<file path="config.mk">
export PLATFORM = sky130hd
export DESIGN_NAME = datagram_uart_tx
export DESIGN_NICKNAME = d
export VERILOG_FILES = /design/src/rtl/datagram_uart_tx.sv
export SDC_FILE = /design/constraint.sdc
export NUM_CORES = 1
export LEC_CHECK = 0
export CAP_MARGIN = 20
export CORE_MARGIN = 4
export CORE_UTILIZATION = 55
export CTS_BUF_LIST = sky130_fd_sc_hd__clkbuf_8
export DETAILED_ROUTE_END_ITERATION = 10
export PLACE_DENSITY = 0.79
export SKIP_LAST_GASP = 1
export SYNTH_ARGS = -nofsm -noshare
export SYNTH_HDL_FRONTEND = slang
export SYNTH_SLANG_ARGS = --single-unit
</file>
<file path="constraint.sdc">
create_clock -name clk -period 3.71 [get_ports clk]
set_input_delay 0.371 -clock clk [delete_from_list [all_inputs] [get_ports clk]]
set_output_delay 0.371 -clock clk [all_outputs]
set_load 0.01 [all_outputs]
</file>
<file path="src/rtl/datagram_uart_tx.sv">
// datagram_uart_tx: serialises one MSG_BITS-wide datagram as an 8N1 byte stream.
// The frame is a HEADER sync byte followed by the payload bytes, least significant
// byte first. Each byte is sent LSB first.
// Ports:
//   clk        system clock (rising edge)
//   rst        asynchronous active-low reset
//   datagram   payload, latched when a send is accepted
//   send       transmit request; accepted when ready is high
//   ready      a new send will be accepted (registered)
//   TxD        serial line, idle high (registered)
//   busy       frame in flight, always the complement of ready (registered)
//   frame_done one-cycle pulse in the cycle after the last stop bit (registered)
module datagram_uart_tx #(
    parameter int unsigned CLK_FREQ = 100_000_000,
    parameter int unsigned BAUD     = 9600,
    parameter int unsigned MSG_BITS = 32,
    parameter logic [7:0]  HEADER   = 8'hA5
) (
    input  logic                clk,
    input  logic                rst,
    input  logic [MSG_BITS-1:0] datagram,
    input  logic                send,
    output logic                ready,
    output logic                TxD,
    output logic                busy,
    output logic                frame_done
);

    localparam int unsigned CLKS_PER_BIT = CLK_FREQ / BAUD;
    localparam int unsigned NBYTES       = (MSG_BITS + 7) / 8;
    localparam int unsigned PAY_W        = NBYTES * 8;
    localparam int unsigned CNT_W        = $clog2(CLKS_PER_BIT);
    localparam int unsigned BYTE_W       = $clog2(NBYTES + 1);

    typedef enum logic [1:0] {
        S_IDLE  = 2'd0,
        S_START = 2'd1,
        S_DATA  = 2'd2,
        S_STOP  = 2'd3
    } state_e;

    state_e             state_q,   state_d;
    logic [CNT_W-1:0]   cnt_q,     cnt_d;
    logic [2:0]         bit_q,     bit_d;
    logic [BYTE_W-1:0]  byte_q,    byte_d;
    logic [7:0]         shreg_q,   shreg_d;
    logic [PAY_W-1:0]   payload_q, payload_d;
    logic               tx_q,      tx_d;
    logic               busy_q,    busy_d;
    logic               ready_q,   ready_d;
    logic               done_q,    done_d;
    logic               bit_end;

    assign bit_end = (cnt_q == CNT_W'(CLKS_PER_BIT - 1));

    // Next-state and registered-output logic.
    always_comb begin
        state_d   = state_q;
        cnt_d     = cnt_q;
        bit_d     = bit_q;
        byte_d    = byte_q;
        shreg_d   = shreg_q;
        payload_d = payload_q;
        tx_d      = tx_q;
        busy_d    = busy_q;
        ready_d   = ready_q;
        done_d    = 1'b0;

        unique case (state_q)
            S_IDLE: begin
                cnt_d = '0;
                if (send && ready_q) begin
                    payload_d = PAY_W'(datagram);
                    shreg_d   = HEADER;
                    byte_d    = '0;
                    state_d   = S_START;
                    tx_d      = 1'b0;
                    busy_d    = 1'b1;
                    ready_d   = 1'b0;
                end
            end
            S_START: begin
                cnt_d = bit_end ? '0 : cnt_q + CNT_W'(1);
                if (bit_end) begin
                    state_d = S_DATA;
                    bit_d   = 3'd0;
                    tx_d    = shreg_q[0];
                end
            end
            S_DATA: begin
                cnt_d = bit_end ? '0 : cnt_q + CNT_W'(1);
                if (bit_end) begin
                    if (bit_q == 3'd7) begin
                        state_d = S_STOP;
                        tx_d    = 1'b1;
                    end else begin
                        bit_d   = bit_q + 3'd1;
                        shreg_d = shreg_q >> 1;
                        // Present the next bit now so TxD changes on the boundary.
                        tx_d    = shreg_q[1];
                    end
                end
            end
            S_STOP: begin
                cnt_d = bit_end ? '0 : cnt_q + CNT_W'(1);
                if (bit_end) begin
                    if (byte_q < BYTE_W'(NBYTES)) begin
                        // Payload is consumed from the bottom, one byte per stop bit.
                        byte_d    = byte_q + BYTE_W'(1);
                        shreg_d   = payload_q[7:0];
                        payload_d = payload_q >> 8;
                        state_d   = S_START;
                        tx_d      = 1'b0;
                    end else begin
                        byte_d  = '0;
                        state_d = S_IDLE;
                        tx_d    = 1'b1;
                        busy_d  = 1'b0;
                        ready_d = 1'b1;
                        done_d  = 1'b1;
                    end
                end
            end
            default: begin
                state_d = S_IDLE;
            end
        endcase
    end

    // State and output registers.
    always_ff @(posedge clk or negedge rst) begin
        if (!rst) begin
            state_q   <= S_IDLE;
            cnt_q     <= '0;
            bit_q     <= '0;
            byte_q    <= '0;
            shreg_q   <= '0;
            payload_q <= '0;
            tx_q      <= 1'b1;
            busy_q    <= 1'b0;
            ready_q   <= 1'b1;
            done_q    <= 1'b0;
        end else begin
            state_q   <= state_d;
            cnt_q     <= cnt_d;
            bit_q     <= bit_d;
            byte_q    <= byte_d;
            shreg_q   <= shreg_d;
            payload_q <= payload_d;
            tx_q      <= tx_d;
            busy_q    <= busy_d;
            ready_q   <= ready_d;
            done_q    <= done_d;
        end
    end

    assign TxD        = tx_q;
    assign busy       = busy_q;
    assign ready      = ready_q;
    assign frame_done = done_q;

endmodule

</file>
* Word level (Yosys, flattened, before mapping) *
Index checks and enable logic that the tools add are counted.

cells by class
  reduce and logical (&&, ||, !) cells = 13
  order comparisons = 1
  eq/ne operators = 13
  add/sub/neg operators = 3
  muxes and demuxes = 43

operators by type and width
  kind                                           count
  two-way mux 32 bit                             3
  one-hot mux 32 bit (2 select lines)            1
  two-way mux 8 bit                              5
  one-hot mux 14 bit (2 select lines)            1
  one-hot mux 8 bit (3 select lines)             1
  two-way mux 3 bit                              6
  != test 2 bit, second input constant           8
  AND reduction 4 bit                            4
  adder 14 x 1 -> 14 bit, second input constant  1
  == test 14 bit, second input constant          1
  two-way mux 1 bit                              14
  two-way mux 14 bit                             1
  one-hot mux 3 bit (2 select lines)             2
  two-way mux 2 bit                              5
  one-hot mux 2 bit (4 select lines)             1
  adder 3 x 1 -> 3 bit, second input constant    2
  AND reduction 6 bit                            1
  AND reduction 5 bit                            1
  == test 2 bit, second input constant           2
  one-hot mux 1 bit (2 select lines)             2
  one-hot mux 1 bit (4 select lines)             1
  nonzero test 2 bit                             2
  == test 3 bit, second input constant           1
  < comparator 3 bit, second input constant      1
  other kinds (6)                                6

word-level totals
  output and inout port bits = 4
  bits of input ports = 35
  logic and storage cells = 83
  bits in registers = 66

* Logic depth before layout (Yosys ltp) *
Gate-level depths: netlist (run 1).

  depth after elaboration = 4
  gate-level depth with buffers = 8
  gate-level depth less buffers = 6

* Worst setup path before layout (run 1) *
OpenSTA, ideal clock, no wires.

  path type = register to register
  start point = reg state_q[0]
  end point = reg payload_q[12]
  clock period less this slack = 2106 ps
  path buffers = 2
  data arrival time = 1983 ps
  data required time = 3587 ps
  path slack = 1604 ps
  stages on the path, launching flop included = 9
  setup time = 123 ps
  path through = dfrtp_1 inv_1 ha_1 clkbuf_1 a21bo_1 nand3_1 o41ai_4 buf_6 o221a_2

on the way
  word-level cells in the longest chain between the ends = 3
  elaborated cells between the ends (all ways) = 8
  those cells by class = eq/ne: 4; mux: 1; reduce/logical: 3

ends and longest elaborated chain
  item                                                                  line  source
  from (decl)                                                           42    state_e state_q, state_d;
  from (signal assigned)                                                144   state_q <= state_d;
  == test 2 bit or logical NOT 2 bit (tied branches)                    69    unique case (state_q)
  != test 2 bit (no source line) or nonzero test 2 bit (tied branches)  --
  AND reduction 4 bit (no source line)                                  --
  to (signal assigned)                                                  149   payload_q <= payload_d;
  to (decl)                                                             47    logic [PAY_W-1:0] payload_q, payload_d;

Several ways; a longest one is shown, not always the timed one.
A chain may end at the register's enable or synchronous reset.

* Worst setup path after layout (run 1) *
  start point = reg cnt_q[0]
  end point = reg payload_q[0]

on the way
  word-level cells in the longest chain between the ends = 3

ends and longest elaborated chain
  item                                  line  source
  from (decl)                           43    logic [CNT_W-1:0] cnt_q, cnt_d;
  from (signal assigned)                145   cnt_q <= cnt_d;
  == test 14 bit                        54    assign bit_end = (cnt_q == CNT_W'(CLKS_PER_BIT - 1));
  != test 2 bit (no source line)        --
  AND reduction 4 bit (no source line)  --

Every way passes these cells.

==> flow_metrics.env, run 1 <==
export IMPL_firstDrtPassIters=5
export IMPL_max_cap_violations=0
export IMPL_post_place_ws_ns=1.04
export IMPL_cp_end_kind="flip-flop"
export IMPL_cts_root_buf="clkbuf_8"
export IMPL_synth_cell_type_count=44
export IMPL_cp_start_kind="flip-flop"
export IMPL_drive_gt1_share_pct=13.2
export IMPL_die_area_um2=7310
export IMPL_use_met1_pct=28.1
export IMPL_final_core_utilization_pct=68.6
export IMPL_design_core_area_um2=5680
export IMPL_finalNetCount=383
export IMPL_vias=2479
export IMPL_die_y_um=85.5
export IMPL_r2r_setup_slack_ns=1.09
export IMPL_worstReg2RegStart="cnt_q[0]$_DFF_PN0_"
export IMPL_reg2reg_to="payload_q[0]$_DFFE_PN0P_"
export IMPL_area_growth_pct=17.8
export IMPL_setup_viol=0
export IMPL_postCtsSetupRepairBufs=0
export IMPL_cts_sinks=66
export IMPL_cts_tree="yes"
export IMPL_relSlewSlack_pct=37.9
export IMPL_arrival_ns=2.84
export IMPL_overflow=0
export IMPL_fin_crit_sh_pct=70.6
export IMPL_grt_met2_usage_pct=31.8
export IMPL_wl_per_cell_um=17.0
export IMPL_syn_nets=349
export IMPL_htreeDepth=3
export IMPL_grt_pass1_vias=2519
export IMPL_top_usage_layer="met2"
export IMPL_ir_worst_vdd_v=0.000246
export IMPL_syn_area_um2=3310
export IMPL_final_setup_tns_ns=0
export IMPL_drc=0
export IMPL_ctsLongestPathBuffers=2
export IMPL_finalPower_mw=1.37
export IMPL_clkTransAtPathRegs_ns=0.07
export IMPL_cts_buffers_inserted=9
export IMPL_fin_cells=413
export IMPL_crit_path_start="cnt_q[0]$_DFF_PN0_"
export IMPL_fill_cells=462
export IMPL_p_per_area_nw_per_um2=352
export IMPL_postRouteAntennaNets=0
export IMPL_hold_class="input port to asynchronous set/reset pin"
export IMPL_critPathKind="flip-flop to flip-flop"
export IMPL_ys_warnings_count=0
export IMPL_holdWs_ns=0.172
export IMPL_ys_ff_latch=66
export IMPL_std_cell_rows=27
export IMPL_finalMaxSlewViolations=0
export IMPL_clkLatencyLatePin_ns=0.34
export IMPL_dp_hpwl_um=4830
export IMPL_status="complete, no violations"
export IMPL_diodes=0
export IMPL_dieWidth_um=85.5
export IMPL_synthFlopType="dfrtp_1"
export IMPL_routed_wl_um=7020
export IMPL_period_minus_slack_ns=2.62
export IMPL_io_buffers=38
export IMPL_synth_edf_count=0
export IMPL_drtIter0Drc=166
export IMPL_synthArstFlopShare_pct=100
export IMPL_ctsHoldBuffers=0
export IMPL_finClkSkew_ns=0.00907
export IMPL_gp_congestion=0.866
export IMPL_grt_usage_pct=20.4
export IMPL_pin_count=39
export IMPL_grt_max_degree=42
export IMPL_layout_setup_ws_ns=1.09
export IMPL_cp_max_fo=24
export IMPL_viasPerCell=6.00
export IMPL_postSynthCellCount=304
export IMPL_grt_pass1_wl_um=11800
export IMPL_fin_area_um2=3890
export IMPL_placedInstanceArea_um2=3690
export IMPL_worst_r2r_cell_count=5
export IMPL_grt_util_met3_pct=3.55
export IMPL_syn_avg_cell_area_um2=10.9
export IMPL_finalHoldViolations=0
export IMPL_required_ns=3.93
export IMPL_initial_core_util_pct=58.2
export IMPL_antenna_found_initial=0
export IMPL_timing_fmax_ghz=0.382
export IMPL_cts_resized=0
export IMPL_ys_seq_area_share_pct=50.0
export IMPL_worst_pin_slew_ns=0.931
export IMPL_crit_path_end="payload_q[0]$_DFFE_PN0P_"
export IMPL_rsz0062_at_grt="false"
export IMPL_p_leak_nw=1.54
export IMPL_dp_cells=398
cell type report:
class,instances,area (um2),share of cell area [%]
clock buffers,11,151,3.89
clock inverters,3,41.3,1.06
inverters,6,22.5,0.579
multi-input cells,214,1530,39.3
flip-flops and latches,66,1650,42.5
well taps,72,90.1,2.31
repair buffers,41,402,10.3
cells by family after synthesis:
group	synth area share (%)
muxes	4.32
AOI/OAI and AO/OA	18.0
DFF	50.0
buffers and inverters	3.63
and+or+nand+nor	17.9
xor gates and xnor gates	2.38
adders and majority gates	3.79
state kept, by name (all words and copies together) (netlist names):
| register | flops |
|---|---|
| TxD | 1 |
| bit_q | 3 |
| busy | 1 |
| byte_q | 3 |
| cnt_q | 14 |
| frame_done | 1 |
| payload_q | 32 |
| ready | 1 |
| shreg_q | 8 |
| state_q | 2 |
how the worst min path moves through the flow:
stage                             endpoint  slack [ns]  cells after the start
global placement        cnt_q[0]$_DFF_PN0_        0.46                      1
detailed placement      cnt_q[0]$_DFF_PN0_        0.47                      1
floorplan             bit_q[0]$_DFFE_PN0P_        0.08                      0
CTS                 shreg_q[3]$_DFFE_PN0P_        0.20                      1
finish                  cnt_q[7]$_DFF_PN0_        0.17                      1
global route            cnt_q[7]$_DFF_PN0_        0.27                      1
routing by layer:
layer  wire [um]  vias up  part of all wire (%)
met2        3250       71                    46
met3         298       10                   4.2
li1            -     1191                     -
met1        3390     1207                    48
met5           0        -                     0
met4          87        0                   1.2
cells in the final DEF, fill, tap and decap left out, types with 8 or more instances in the layout:
master	count
clkbuf_8	11
clkdlybuf4s50_1	37
nand2_1	34
nor2_1	16
ha_1	10
o21ai_0	23
or3_1	25
mux2_2	10
o221a_1	16
dfrtp_1	64
o221a_2	8
xor2_1	8
synthesized netlist by cell type, types with 2 or more instances:
cell | number | share of area [%]
o221a_1 | 16 | 5.5
o21ai_0 | 23 | 3.5
nand2_1 | 34 | 3.9
nor3_1 | 3 | 0.45
inv_1 | 6 | 0.68
dfstp_2 | 2 | 1.6
a22oi_1 | 3 | 0.68
or3_1 | 25 | 4.7
nand3_1 | 7 | 1.1
dfrtp_1 | 64 | 48
nor2b_1 | 2 | 0.38
o221a_2 | 8 | 2.7
or4_1 | 2 | 0.45
and4_1 | 3 | 0.79
buf_6 | 3 | 1.0
xor2_1 | 8 | 2.1
a31oi_1 | 2 | 0.38
ha_1 | 10 | 3.8
buf_2 | 3 | 0.45
a22o_1 | 7 | 1.9
clkbuf_1 | 10 | 1.1
o31ai_1 | 2 | 0.45
nor3b_1 | 2 | 0.45
nand2b_1 | 3 | 0.57
or2_2 | 2 | 0.38
a21oi_1 | 7 | 1.1
mux2i_1 | 3 | 0.91
mux2_2 | 10 | 3.4
nand4_1 | 4 | 0.76
nor2_1 | 16 | 1.8
worst max-delay path, cell delays in order (launching register included):
cell and delay, ns:
dfrtp_1 0.38, ha_1 0.21, and4_1 0.31, and4_1 0.48, nand4_2 0.60, o221a_2 0.52
power breakdown:
group	internal, mW	leakage [nW]	switching, mW
combinational	0.0311	0.667	0.0186
sequential	0.719	0.770	0
clock	0.337	0.0987	0.263
total	1.09	1.54	0.282
(Power assumes the default switching activity.)
==> run 2, diff against run 1 <==
==> constraint.sdc (replaced) <==
create_clock -name clk -period 2.58 [get_ports clk]
set_input_delay 0.258 -clock clk [delete_from_list [all_inputs] [get_ports clk]]
set_output_delay 0.258 -clock clk [all_outputs]
set_load 0.01 [all_outputs]
==> flow_metrics.env, run 2 (synthesis gave the netlist of run 1 again) <==
export IMPL_status="complete, no violations"
export IMPL_critPathKind="flip-flop to flip-flop"
export IMPL_mostFrequentLayoutCells="dfrtp_1, clkdlybuf4s50_1, nand2_1"
export IMPL_overflow=0
export IMPL_ctsLongestPathBuffers=2
export IMPL_grt_pass1_vias=2608
export IMPL_design_core_area_um2=5680
export IMPL_cp_start_kind="flip-flop"
export IMPL_p_per_area_nw_per_um2=539
export IMPL_final_core_utilization_pct=70.5
export IMPL_grt_max_degree=33
export IMPL_max_cap_violations=0
export IMPL_area_growth_pct=21.0
export IMPL_slowest_stage="nor4_2"
export IMPL_timing_fmax_ghz=0.429
export IMPL_placedInstanceArea_um2=3750
export IMPL_cts_buffers_inserted=9
export IMPL_drtIter0Drc=120
export IMPL_relSlewSlack_pct=50.2
export IMPL_clkTransAtPathRegs_ns=0.08
export IMPL_antenna_found_initial=0
export IMPL_arrival_ns=2.51
export IMPL_period_minus_slack_ns=2.33
export IMPL_finalPower_mw=2.16
export IMPL_finalNetCount=391
export IMPL_reg_largest_list="payload_q: 32 flops, cnt_q: 14 flops, shreg_q: 8 flops"
export IMPL_diodes=0
export IMPL_htreeDepth=3
export IMPL_cts_tree="yes"
export IMPL_cp_end_kind="flip-flop"
export IMPL_final_common_cell="dfrtp_1"
export IMPL_cts_root_buf="clkbuf_8"
export IMPL_io_buffers=38
export IMPL_initial_core_util_pct=58.2
export IMPL_cp_max_fo=20
export IMPL_gp_congestion=0.898
export IMPL_vias=2527
export IMPL_finalMaxSlewViolations=0
export IMPL_finalHoldViolations=0
export IMPL_multiInputGateArea_um2=1530
export IMPL_setup_viol=0
export IMPL_cts_sinks=66
export IMPL_fin_area_um2=4000
export IMPL_pin_count=39
export IMPL_required_ns=2.76
export IMPL_fill_cells=410
export IMPL_routed_wl_um=7250
export IMPL_grt_usage_pct=21.8
export IMPL_std_cell_rows=27
export IMPL_largest_reg_flops=32
export IMPL_final_setup_tns_ns=0
export IMPL_dieWidth_um=85.5
export IMPL_ir_worst_vdd_v=0.000342
export IMPL_p_leak_nw=1.59
export IMPL_fin_crit_sh_pct=90.4
export IMPL_dp_hpwl_um=4980
export IMPL_seq_area_um2=1650
export IMPL_clkLatencyLatePin_ns=0.35
export IMPL_rsz0062_at_grt="false"
export IMPL_max_flop_register="payload_q"
export IMPL_worst_pin_slew_ns=0.741
export IMPL_finClkSkew_ns=0.0102
export IMPL_die_y_um=85.5
export IMPL_wl_per_cell_um=17.1
export IMPL_viasPerCell=5.97
export IMPL_cts_resized=0
export IMPL_postRouteAntennaNets=0
export IMPL_drive_gt1_share_pct=15.7
export IMPL_critical_path_cell_chain="ha_1, buf_4, inv_1, nor4_2, o21ai_0"
export IMPL_die_area_um2=7310
export IMPL_cpPeakStageDelay_ns=0.69
export IMPL_drc=0
export IMPL_hold_class="input port to flip-flop"
export IMPL_grt_pass1_wl_um=12500
export IMPL_firstDrtPassIters=4
[run 2: cell count changes in the layout (fill, tap and decap cells not counted), sizes merged]
cell / delta
buf: +7
bufinv: +2
clkbuf: -2
clkinv: +1
clkinvlp: +2
dlygate4sd3: +1
inv: -1
[run 2: worst paths after layout]
kind | to | startpoint | depth (start not counted) | slack [ns]
max | payload_q[24]$_DFFE_PN0P_ | state_q[0]$_DFFE_PN0P_ | 5 | 0.25
min | payload_q[30]$_DFFE_PN0P_ | datagram[30] | 3 | 0.46
max reg2reg | payload_q[24]$_DFFE_PN0P_ | state_q[0]$_DFFE_PN0P_ | 5 | 0.25
min reg2reg | cnt_q[0]$_DFF_PN0_ | cnt_q[0]$_DFF_PN0_ | 1 | 0.51
max in group asynchronous | payload_q[15]$_DFFE_PN0P_ | rst | 3 | 1.34
min in group asynchronous | byte_q[1]$_DFFE_PN0P_ | rst | 2 | 0.50
[run 2: layout make-up]
class	instances	share of cell area, %
Sequential cell	66	41.4
Multi-Input combinational cell	214	38.3
Timing Repair Buffer	49	11.5
Clock buffer	9	3.10
Clock inverter	7	2.94
Tap cell	72	2.25
Inverter	6	0.563
[run 2: report_power, final]
| part | total (mW) | internal [mW] | switching (mW) | leakage (nW) |
|---|---|---|---|---|
| sequential | 1.03 | 1.03 | 0 | 0.770 |
| clock | 1.05 | 0.639 | 0.410 | 0.111 |
| combinational | 0.0738 | 0.0466 | 0.0271 | 0.704 |
| total | 2.16 | 1.72 | 0.437 | 1.59 |
[run 2: critical path: cells and delay by family (launching register included)]
family          cells  cell delay (ns)
compound gates      1             0.25
simple gates        1             0.69
fa+ha+maj           1             0.35
flops               1             0.45
buf+inv             2             0.43
[run 2: what timing repair did]
| item | CTS | global route |
|---|---|---|
| hold endpoints to repair | 28 | 0 |
| endpoints found under the setup margin | 0 | 0 |
| buffers inserted | 0 | 0 |
| hold buffers | 1 | 0 |
[run 2: per-layer routing]
| layer | track usage [%] | share of wire (%) |
|---|---|---|
| met1 | 28.4 | 45 |
| met2 | 35.2 | 49 |
| met3 | 3.55 | 4.5 |
| met4 | 11.2 | 1.7 |
| met5 | 0 | 0 |
[run 2: per-stage QoR]
| stage | hold slack (ns) | worst slack, ns | instances |
|---|---|---|---|
| 2_1_floorplan | -0.0376 | 0.474 | 304 |
| 3_3_place_gp | 0.353 | 0.409 | 406 |
| 4_1_cts | 0.454 | 0.295 | 423 |
| 5_1_grt | 0.503 | 0.0238 | 423 |
| 6_report | 0.462 | 0.249 | 423 |
| 3_5_place_dp | 0.360 | 0.361 | 406 |
==> run 3, diff against run 2 <==
--- a/config.mk
+++ b/config.mk
@@ -10,6 +10,7 @@
 export CORE_UTILIZATION = 55
 export CTS_BUF_LIST = sky130_fd_sc_hd__clkbuf_8
 export DETAILED_ROUTE_END_ITERATION = 10
+export GPL_TIMING_DRIVEN = 1
 export PLACE_DENSITY = 0.79
 export SKIP_LAST_GASP = 1
 export SYNTH_ARGS = -nofsm -noshare
==> results of run 3 <==
Final layout, timing and power as in run 2 (identical DEF).
